File: src/rtl/instruction_fetch_pkg.sv
// -----------------------------------------------------------------------------
// instruction_fetch_pkg
// Shared types and constants for the fetch stage.
//   fetch_state_t : 2-bit fetch state encodings (FETCH_RUN, FETCH_FAULT,
//                   FETCH_HALT). FETCH_HALT is only reachable when the
//                   FETCH_HALT_ON_ZERO_EN macro is defined.
//   INSTR_ZERO    : the all-zero instruction word.
//   fetch_slot_t  : payload held in the IF/ID output slot.
//   misaligned()  : true when a byte address is not word aligned.
// -----------------------------------------------------------------------------
package instruction_fetch_pkg;

  typedef enum logic [1:0] {
    FETCH_RUN   = 2'd0,
    FETCH_FAULT = 2'd1,
    FETCH_HALT  = 2'd2
  } fetch_state_t;

  localparam logic [31:0] INSTR_ZERO = 32'b0;

  typedef struct packed {
    logic [31:0] pc;
    logic [31:0] instr;
  } fetch_slot_t;

  function automatic logic misaligned(input logic [31:0] byte_addr);
    return byte_addr[1:0] != 2'b00;
  endfunction

endpackage

File: src/rtl/instruction_fetch_slot_reg.sv
// -----------------------------------------------------------------------------
// fetch_slot_reg
// Single-entry valid/ready pipeline register with a flush input, meant to be
// reused for later pipeline registers.
//   clk, rst   : clock, synchronous active-high reset (clears valid and data)
//   flush      : drop the held entry this edge (highest priority after rst)
//   load       : capture in_data; caller asserts it only while free=1
//   in_data    : payload to capture
//   out_ready  : consumer accepts the held entry this cycle
//   free       : slot can take a new entry this cycle (!out_valid || out_ready)
//   out_valid  : slot holds an entry
//   out_data   : held payload; stable while out_valid && !out_ready
// -----------------------------------------------------------------------------
module fetch_slot_reg #(
  parameter int WIDTH = 64
) (
  input  logic             clk,
  input  logic             rst,
  input  logic             flush,
  input  logic             load,
  input  logic [WIDTH-1:0] in_data,
  input  logic             out_ready,
  output logic             free,
  output logic             out_valid,
  output logic [WIDTH-1:0] out_data
);

  assign free = !out_valid || out_ready;

  // NOTE: state registers use non-blocking assignments so every flop samples
  // pre-edge values; the payload is reset too because downstream observes it
  // directly after reset.
  always_ff @(posedge clk) begin
    if (rst) begin
      out_valid <= 1'b0;
      out_data  <= '0;
    end else if (flush) begin
      out_valid <= 1'b0;
    end else if (load) begin
      out_valid <= 1'b1;
      out_data  <= in_data;
    end else if (out_ready) begin
      out_valid <= 1'b0;
    end
  end

endmodule

File: src/rtl/instruction_fetch.sv
// -----------------------------------------------------------------------------
// instruction_fetch
// Fetch stage directly upstream of a combinational-read program memory. Owns
// the word PC, registers the returned word and its byte PC into an IF/ID slot
// with a valid/ready handshake, and accepts redirects from execute.
// Optional feature macro: FETCH_HALT_ON_ZERO_EN -- an all-zero word is still
// delivered but stops further fetching (HALT) until an aligned redirect.
//   clk, rst        : clock, synchronous active-high reset
//   imem_addr       : word address to program memory (the PC register)
//   imem_data       : instruction word for imem_addr, combinational
//   redirect_valid  : execute requests a PC change this cycle
//   redirect_target : byte address of the new PC
//   out_ready       : decode accepts the slot this cycle
//   out_valid       : slot holds a valid instruction
//   instr           : registered instruction word
//   instr_pc        : byte address of instr, zero-extended
//   fetch_fault     : sticky misaligned-redirect flag (cleared only by rst)
// -----------------------------------------------------------------------------
module instruction_fetch
  import instruction_fetch_pkg::*;
#(
  parameter int                    PC_WIDTH = 12,
  parameter logic [PC_WIDTH-1:0]   RESET_PC = '0
) (
  input  logic                clk,
  input  logic                rst,
  output logic [PC_WIDTH-1:0] imem_addr,
  input  logic [31:0]         imem_data,
  input  logic                redirect_valid,
  input  logic [31:0]         redirect_target,
  input  logic                out_ready,
  output logic                out_valid,
  output logic [31:0]         instr,
  output logic [31:0]         instr_pc,
  output logic                fetch_fault
);

  fetch_state_t          state_q, state_d;
  logic [PC_WIDTH-1:0]   pc_q, pc_d;
  logic                  flush, load, slot_free;
  fetch_slot_t           capture, slot_q;

  // Only the word-index bits of the target reach the PC.
  logic unused_target;
  assign unused_target = ^redirect_target[31:PC_WIDTH+2];

  always_ff @(posedge clk) begin
    if (rst) begin
      state_q <= FETCH_RUN;
      pc_q    <= RESET_PC;
    end else begin
      state_q <= state_d;
      pc_q    <= pc_d;
    end
  end

  // NOTE: every combinational output gets a default before any branch, so no
  // path leaves a variable unassigned and no latch is inferred.
  always_comb begin
    state_d = state_q;
    pc_d    = pc_q;
    flush   = 1'b0;
    load    = 1'b0;
    if (state_q != FETCH_FAULT) begin
      if (redirect_valid) begin
        // A redirect always kills the slot, even if decode consumes it now.
        flush = 1'b1;
        if (misaligned(redirect_target)) begin
          state_d = FETCH_FAULT;
        end else begin
          pc_d    = redirect_target[PC_WIDTH+1:2];
          state_d = FETCH_RUN;
        end
      end else if (state_q == FETCH_RUN && slot_free) begin
        load = 1'b1;
`ifdef FETCH_HALT_ON_ZERO_EN
        if (imem_data == INSTR_ZERO) begin
          state_d = FETCH_HALT;
        end else begin
          pc_d = pc_q + PC_WIDTH'(1);
        end
`else
        pc_d = pc_q + PC_WIDTH'(1);
`endif
      end
    end
  end

  always_comb begin
    capture                  = '0;
    capture.pc[PC_WIDTH+1:0] = {pc_q, 2'b00};
    capture.instr            = imem_data;
  end

  fetch_slot_reg #(
    .WIDTH($bits(fetch_slot_t))
  ) u_slot (
    .clk       (clk),
    .rst       (rst),
    .flush     (flush),
    .load      (load),
    .in_data   (capture),
    .out_ready (out_ready),
    .free      (slot_free),
    .out_valid (out_valid),
    .out_data  (slot_q)
  );

  assign imem_addr   = pc_q;
  assign instr       = slot_q.instr;
  assign instr_pc    = slot_q.pc;
  assign fetch_fault = (state_q == FETCH_FAULT);

endmodule
File: config.mk
export PLATFORM = sky130hd
export DESIGN_NAME = instruction_fetch
export DESIGN_NICKNAME = d
export VERILOG_FILES = /design/src/rtl/instruction_fetch_pkg.sv /design/src/rtl/instruction_fetch_slot_reg.sv /design/src/rtl/instruction_fetch.sv
export SDC_FILE = /design/constraint.sdc
export NUM_CORES = 1
export LEC_CHECK = 0
export ABC_CLOCK_PERIOD_IN_PS = 2600
export CAP_MARGIN = 15
export CORE_MARGIN = 2
export CORE_UTILIZATION = 40
export CTS_CLUSTER_SIZE = 10
export DETAILED_ROUTE_END_ITERATION = 10
export DONT_BUFFER_PORTS = 1
export PLACE_DENSITY = 0.59
export SYNTH_ARGS = -nofsm -noshare
export SYNTH_HDL_FRONTEND = slang
export SYNTH_HIERARCHICAL = 1
export SYNTH_SLANG_ARGS = --single-unit
File: constraint.sdc
create_clock -name clk -period 2.6 [get_ports clk]
set_input_delay 0.52 -clock clk [delete_from_list [all_inputs] [get_ports clk]]
set_output_delay 0.52 -clock clk [all_outputs]
set_load 0.02 [all_outputs]
Yosys cells after proc, flatten, opt, wreduce, memory -nomap -nowiden
Cells that the tools add are included.

word-level totals
  register bits after elaboration = 59
  input bits = 68
  output and inout port bits = 78
  word-level logic and storage cells = 31

cells by class
  $add $sub $neg = 1
  eq/ne operators = 3
  muxes and demuxes = 11
  bitwise operators = 1
  reduce and logical (&&, ||, !) cells = 11

operators with widths
  operator               number
  $mux 12                3
  $add 12x1->12 const B  1
  $mux 1                 8
  $reduce_bool 2->1      3
  $reduce_and 2->1       2
  $reduce_and 3->1       1
  $eq 2x1->1 const B     1
  $logic_not 2->1        1
  $ne 2x1->1 const B     1
  $ne 2x2->1 const B     1
  $reduce_or 2->1        1
  $logic_and 1x1->1      1
  $logic_not 1->1        1
  $logic_or 1x1->1       1
  $not 1->1              1

Logic depth before layout (Yosys ltp)
Gate-level depths: netlist of the first run.

  depth in word-level cells = 7
  depth in mapped cells = 8
  mapped depth without buffers = 6

By module
Netlist of the first run, hierarchy kept.

modules (own cells, without submodules)
  module             times used  cells an instance  area each (um2)  sequential area each (um2)
  fetch_slot_reg     1           296                3046.7           1301.2
  instruction_fetch  1           107                842.1            260.2

Worst setup path after synthesis of the first run
OpenSTA, ideal clock, no wires.

  path kind = input to register
  from = input port out_ready
  to = register u_slot.out_data[41]
  setup time = 0.119 ns
  arrival = 1.682 ns
  data required time = 2.481 ns
  path slack = 0.800 ns
  stages on the path = 8
  path buffers = 3
  path through = nand2b_1 -> or3b_1 -> buf_2 -> inv_1 -> nor2b_1 -> buf_6 -> buf_4 -> o21ai_1

between the ends
  longest elaborated chain between the ends = 6

ends and longest elaborated chain
  item                               RTL line                          text
  from (decl)                        instruction_fetch.sv:31           input logic out_ready,
  $logic_or 1x1->1                   instruction_fetch_slot_reg.sv:28  assign free = !out_valid || out_ready;
  $logic_and 1x1->1                  instruction_fetch.sv:74           end else if (state_q == FETCH_RUN && slot_free) begin
  $mux 1                             instruction_fetch.sv:74
  $mux 1                             instruction_fetch.sv:65           if (redirect_valid) begin
  $mux 1                             instruction_fetch.sv:64           if (state_q != FETCH_FAULT) begin
  named net load                     instruction_fetch.sv:40           logic flush, load, slot_free;
  $reduce_and 2->1 (no source line)  -
  to (signal assigned)               instruction_fetch_slot_reg.sv:41  out_data <= in_data;
  to (decl)                          instruction_fetch_slot_reg.sv:25  output logic [WIDTH-1:0] out_data

The timed path passes the listed nets, and every way through them passes these cells.
A chain may end at the register's enable or synchronous reset.

Worst setup path after layout of the first run
  from = register state_q[0]
  to = register u_slot.out_data[30]

between the ends
  longest elaborated chain between the ends = 6
  elaborated cells on any way between the ends = 9
  classes of those cells = eq/ne (1); mux (4); bitwise (1); reduce/logical (3)

ends and longest elaborated chain
  item                                   RTL line                 text
  from (decl)                            instruction_fetch.sv:38  fetch_state_t state_q, state_d;
  from (signal assigned)                 instruction_fetch.sv:52  state_q <= state_d;
  $logic_not 2->1                        instruction_fetch.sv:74
  $logic_and 1x1->1                      instruction_fetch.sv:74
  $mux 1                                 instruction_fetch.sv:74
  $mux 1                                 instruction_fetch.sv:65
  $mux 1 (*)                             instruction_fetch.sv:64
  named net load                         instruction_fetch.sv:40
  $reduce_and 2->1 (no source line) (*)  -

The timed path passes the listed nets; every way through them passes the cells marked *.

==> results of run 1 <==
-- layout make-up --
type,count,share of cell area [%]
inverter,5,0.462
sequential,78,38.4
tap,129,3.97
timing repair buffer,7,1.29
clock inverter,5,1.45
clock buffer,11,3.48
multi-input combinational,297,50.9
-- sequential cells by signal, indices dropped and copies added, names as in the netlist --
signal            count
imem_addr            12
state_q               1
u_slot/out_data      64
u_slot/out_valid      1
-- power by group --
group / switching [mW] / internal (mW)
combinational: 0.130 / 0.122
sequential: 0.145 / 1.26
clock: 0.454 / 0.471
total: 0.729 / 1.85
-- layer usage --
metal  vias to the layer above  global-route usage [%]  wire length [µm]
met5                         -                       0                 0
met4                         0                    4.92                41
met3                         4                    7.39               921
met2                       104                    23.9              3830
met1                      1323                    21.8              4040
li1                       1428                       -                 -
-- final timing paths --
kind                                          start                  end  slack (ns)  cells after the start
worst min register to register  u_slot/out_data[50]  u_slot/out_data[50]        0.57                      2
worst min-delay path                            rst         imem_addr[1]        0.23                      1
worst max-delay path                     state_q[0]  u_slot/out_data[30]        0.45                      5
worst max register to register           state_q[0]  u_slot/out_data[30]        0.45                      5
-- cell usage after synthesis (2+ instances only) --
master	n	area, µm²
a211oi_2	3	37.5
a21oi_1	8	40.0
a21oi_2	2	17.5
a22oi_1	2	15.0
a31oi_1	2	12.5
a32o_1	2	20.0
and3_1	2	12.5
and4_1	2	17.5
buf_2	10	50.1
buf_4	6	45.0
buf_6	15	169
clkbuf_1	6	22.5
clkbuf_4	5	37.5
dfxtp_1	78	1560
inv_1	5	18.8
mux2i_1	3	30.0
nand2_1	10	37.5
nand2b_1	66	413
nand3_1	6	30.0
nand4_1	2	12.5
nand4bb_1	64	721
nor2_1	9	33.8
nor3_1	3	15.0
o21ai_0	7	35.0
o21ai_1	64	320
o22ai_1	3	18.8
o31ai_1	2	15.0
-- worst reg2reg max path, stage by stage (launching register included) --
cell and delay [ns]:
dfxtp_1 0.45, or3b_1 0.56, inv_2 0.27, nor2b_4 0.21, buf_4 0.39, o21ai_1 0.15
-- cell usage in the layout, fill, tap and decap left out, drive strengths merged, types with 2 or more instances in the layout --
cell,count
o31ai,2
a22oi,2
inv,5
buf,7
clkinvlp,2
nand2,11
clkbuf,11
a31oi,2
nand2b,66
clkinv,2
nor3,3
a32o,2
dfxtp,78
o22ai,3
a211oi,4
a21oi,10
conb,20
mux2i,3
nor2,9
nand4,2
nand4bb,64
o21ai,71
and3,2
and4,2
nand3,6
-- kinds of logic (layout without fill, tap and decap cells) --
logic type | after synthesis | after routing
compound gates | 100 | 100
mux | 3 | 3
other cells | 1 | 20
flops | 78 | 78
simple gates | 173 | 173
fa+ha+maj | 1 | 1
buf+inv | 47 | 28
==> results.md, run 1 <==
- Static leakage: 1.36 nW
- Final hold slack: ~0.23 ns
- Unrepaired setup endpoints after global routing: no
- Die area: 10500 µm²
- Cell chain of the critical path: or3b_1 -> inv_2 -> nor2b_4 -> buf_4 -> o21ai_1
- Critical Path Source Type: flip-flop
- Most used DFF post-synth: dfxtp_1
- Storage element area: 1560 µm²
- Warnings, synthesis: 6
- TritonCTS buffer count: 9
- Crit-path leading delay family: simple AND/OR/NAND/NOR gates
- Fin crit share: ~83%
- Crit path max-delay cell type: or3b_1
- Clk_skew: ~0.016 ns
- Worst rel slew slack: 57.6%
- Final Core Density: 43.6%
- PD cells: 635 nW/µm²
- Num Clock Sinks: 78
- Nets: 467
- Worst Setup Path Type: reg -> reg
- Max Clock Freq: approximately 0.46 GHz
- Post-synthesis compound-gate area fraction: 14.8%
- XOR/XNOR Fraction of Synth Area: 0%
- Setup ws final: between 0.4 and 0.5 ns
- Post-CTS Setup Inserts: 0
- Starting Density: about two fifths
- Number of vias per cell: 5.37
- Setup TNS Final: 0 ns
- GP Congestion: 0.688
- Mapped Avg Cell Area: 9.65 µm²
- Grt ovf: 0
- Multi-input gate area: 2070 µm²
- IO buf count: 0
- Yosys cell types: 43
- Seq/Total Area, Yosys: 40.2%
- #FFs+latches synth: between 70 and 80
- Synth async-reset ratio: 0%
- First-pass GRT wire length: 13600 µm
- Synth Area in Simple Gates: 35.0%
- Routed Antenna Nets: 0
- Hold Path Class: in -> reg
- Share of layout cells above drive strength 1: 8.19%
- Non-filler cells in the finished layout: 532
- Slew Limit Fails: 0
- Core ar.: 9330 µm²
- Die height: 103 µm
- Crit Path Max Fanout: 39
- Root Buffer: clkbuf_8
- Vias in the first global route: 2563
- Status: complete, no violations
- Largest net degree at the start of global routing: ~150
- Final WL: 8830 µm
- Synthesized area: 3890 µm²
- Total GRT Usage: 16.4%
- WP data required: 2.81 ns
- CP max stage delay: 0.55 ns
- Clk pin slew, worst setup/hold paths: 0.09 ns
- Power Total: 2.58 mW
- Final instance area: 4070 µm²
- Hold buffer count at CTS: 0
- Diodes inserted: 0
- Post-detail-place hpwl: 5610 µm
- Setup violators final: 0
- Pre-CTS WS: between 0.2 and 0.3 ns
- H-Tree Depth: 3
- Post-CTS sizing: 0
- # fillers: 933
- Die Wd: approximately 100 µm
- Initial antenna violation count: 0
- Area Growth Syn to Fin: 4.54%
- Number of DRC markers in iteration 0: 140
- Placed Cells: 516
- Post-synth EDFFs: 0
- Multiplexer share of the synthesized area: 0.772%
- Bufs and invs on worst path: 2
- Wirelength per Cell: 16.6 µm
- Worst path arrival time: 2.37 ns
- Row cnt: 35
- CTS max path bufs: 2
- Worst Tran Pin Value: 0.627 ns
- Remaining DRCs: 0
- Syn Inst Count: 403
- Ports: 146
- Crit path time final: ~2.2 ns
- Max-cap violations: 0
- Dpl cell area: ~3900 µm²
- Later-pin clock latency in the skew report: about 0.34 ns
- Main combinational cell family by area after synthesis: simple AND/OR/NAND/NOR gates
- Final hold vios: 0
- Number of vias in the routed layout: 2859
- Post-Synth Adder-Cell Area: 0.322%
- Crit. End Element: flip-flop
- Iteration count of the initial detailed-routing pass: 4
- CTS tree: done
- Maximum vdd ir drop: 314 µV
Power figures use the tool's default switching activity.
==> run 2, diff against run 1 <==
Settings changed: ABC_CLOCK_PERIOD_IN_PS 2600 to 2110.
Clock period 2.6 ns to 2.11 ns, I/O delays scaled along.
==> run 2 against run 1 <==
  * Global-route usage rose by 0.30 points
  * Largest cell class unchanged
  * Utilization rose by 1.5 points
  * Critical path type unchanged
  * First-iteration DRC count fell by 21%
  * Clock skew fell by 0.0059 ns
  * Routed wire length rose by 3.0%
  * Sequential share of layout area fell by 1.3 points
  * Critical path depth rose by 1
  * Via count rose by 1.4%
==> results.md, run 2 (synthesized netlist as in run 1, its figures left out) <==
- Most flops, register: u_slot/out_data
- Final instance area: 4210 µm²
- Diodes inserted: 0
- Wirelength per Cell: around 17 µm
- Critical Path Source Type: flip-flop
- Final WL: 9100 µm
- Number of vias per cell: 5.39
- Post-CTS Setup Inserts: 0
- Final hold vios: 0
- Ports: around 150
- WP data required: between 2 and 2.5 ns
- Grt ovf: 0
- Number of DRC markers in iteration 0: approximately 110
- Starting Density: 41.7%
- Post-detail-place hpwl: 5720 µm
- GP Congestion: 0.693
- IO buf count: 0
- Fin crit share: approximately nine tenths
- Hold buffer count at CTS: 0
- Die height: 103 µm
- Setup TNS Final: 0 ns
- Later-pin clock latency in the skew report: 0.35 ns
- Area Growth Syn to Fin: 8.20%
- Num Clock Sinks: 78
- R2R setup slack: 0.24 ns
- Setup violators final: 0
- Maximum vdd ir drop: 318 µV
- Core ar.: 9330 µm²
- Reg-to-Reg End: u_slot/out_data[49]
- CTS tree: done
- Clk pin slew, worst setup/hold paths: 0.08 ns
- Crit Path Max Fanout: 24
- TritonCTS buffer count: 9
- Storage element area: 1560 µm²
- Most used routing layer: met2
- Die Wd: 103 µm
- Hold Crit Start: rst
- First-pass GRT wire length: 13600 µm
- Clk_skew: approximately 0.0096 ns
- Iteration count of the initial detailed-routing pass: 4
- Worst path arrival time: 2.10 ns
- Status: complete, no violations
- Max-cap violations: 0
- End of the worst hold path: imem_addr[4]
- Root Buffer: clkbuf_8
- Most common cell after layout, fill and taps aside: dfxtp_1
- Max reg flops: 64
- Post-CTS sizing: 0
- Initial antenna violation count: 0
- Worst hold path depth: 1
- Static leakage: 1.44 nW
- PD cells: around 840 nW/µm²
- CTS max path bufs: 2
- Most frequent cells in the layout: 78 x dfxtp_1, 66 x nand2b_1, 64 x nand4bb_1, 64 x o21ai_1, 20 x conb_1
- # fillers: 917
- Slew Limit Fails: 0
- Multi-input gate area: 2070 µm²
- R2R depth: 6
- Share of layout cells above drive strength 1: under 10%
- Max Clock Freq: 0.534 GHz
- Crit path time final: 1.87 ns
- Hold Path Class: in -> reg
- Nets: between 400 and 500
- Row cnt: 35
- Dpl cell area: 3950 µm²
- Crit. End Element: flip-flop
- Met2 usage: 25.0%
- Met3 Use GR: 7.59%
- Die area: 10500 µm²
- Reg2reg start: u_slot/out_valid
- Remaining DRCs: 0
- Routed Antenna Nets: 0
- H-Tree Depth: 3
- Worst Setup Path Type: reg -> reg
- Number of vias in the routed layout: 2899
- Vias in the first global route: 2635
- Unrepaired setup endpoints after global routing: no
- Total GRT Usage: between 10% and 20%
- Met1 usage: 21.0%
- Largest net degree at the start of global routing: 145
[run 2: cell count changes in the layout (fill, tap and decap cells not counted)]
cell	change
buf_4	+6
buf_12	+2
clkinvlp_4	-2
clkinv_2	-1
bufinv_16	+3
clkinv_4	-1
clkbuf_1	-1
[run 2: worst max path at each step]
stage / endpoint / from / slack, ns / depth (start not counted)
global placement: u_slot/out_data[32] / out_ready / 0.22 / 6
floorplan: u_slot/out_data[41] / out_ready / 0.41 / 8
global route: u_slot/out_data[42] / u_slot/out_valid / 0.11 / 6
detailed placement: u_slot/out_data[54] / out_ready / 0.19 / 6
finish: u_slot/out_data[49] / u_slot/out_valid / 0.24 / 6
CTS: u_slot/out_data[49] / u_slot/out_valid / 0.23 / 6
[run 2: per-layer routing]
| metal | routed length (µm) | part of all wire (%) |
|---|---|---|
| met2 | 3970 | 44 |
| met4 | 116 | 1.3 |
| met5 | 0 | 0 |
| met3 | 939 | 10 |
| met1 | 4070 | 45 |
[run 2: final cells by class]
class / count / share of cell area (%)
multi-input combinational: 297 / 49.2
sequential: 78 / 37.1
tap: 129 / 3.84
clock buffer: 10 / 3.27
timing repair buffer: 15 / 3.27
clock inverter: 4 / 2.85
inverter: 5 / 0.446
[run 2: critical path: stages, from the launching register on]
cell	delay (ns)
dfxtp_1	0.39
nand2b_1	0.14
or3b_1	0.48
inv_2	0.15
nor2b_4	0.19
buf_4	0.29
o21ai_1	0.11
[run 2: where the power goes]
| group | total, mW | internal [mW] | switching, mW |
|---|---|---|---|
| sequential | 1.71 | 1.55 | 0.159 |
| combinational | 0.359 | 0.172 | 0.187 |
| clock | 1.47 | 0.926 | 0.539 |
| total | 3.54 | 2.65 | 0.885 |
[run 2: stage by stage]
stage	hold slack, ns	setup WS (ns)	cells	util [%]	power, mW
after floorplan	0.501	0.408	422	-	2.07
after global placement	0.498	0.222	524	42.3	2.10
after detailed placement	0.498	0.194	524	42.3	2.11
after CTS	0.116	0.230	538	45.1	3.58
after global routing	0.106	0.113	538	45.1	3.69
final	0.132	0.238	538	45.1	3.54
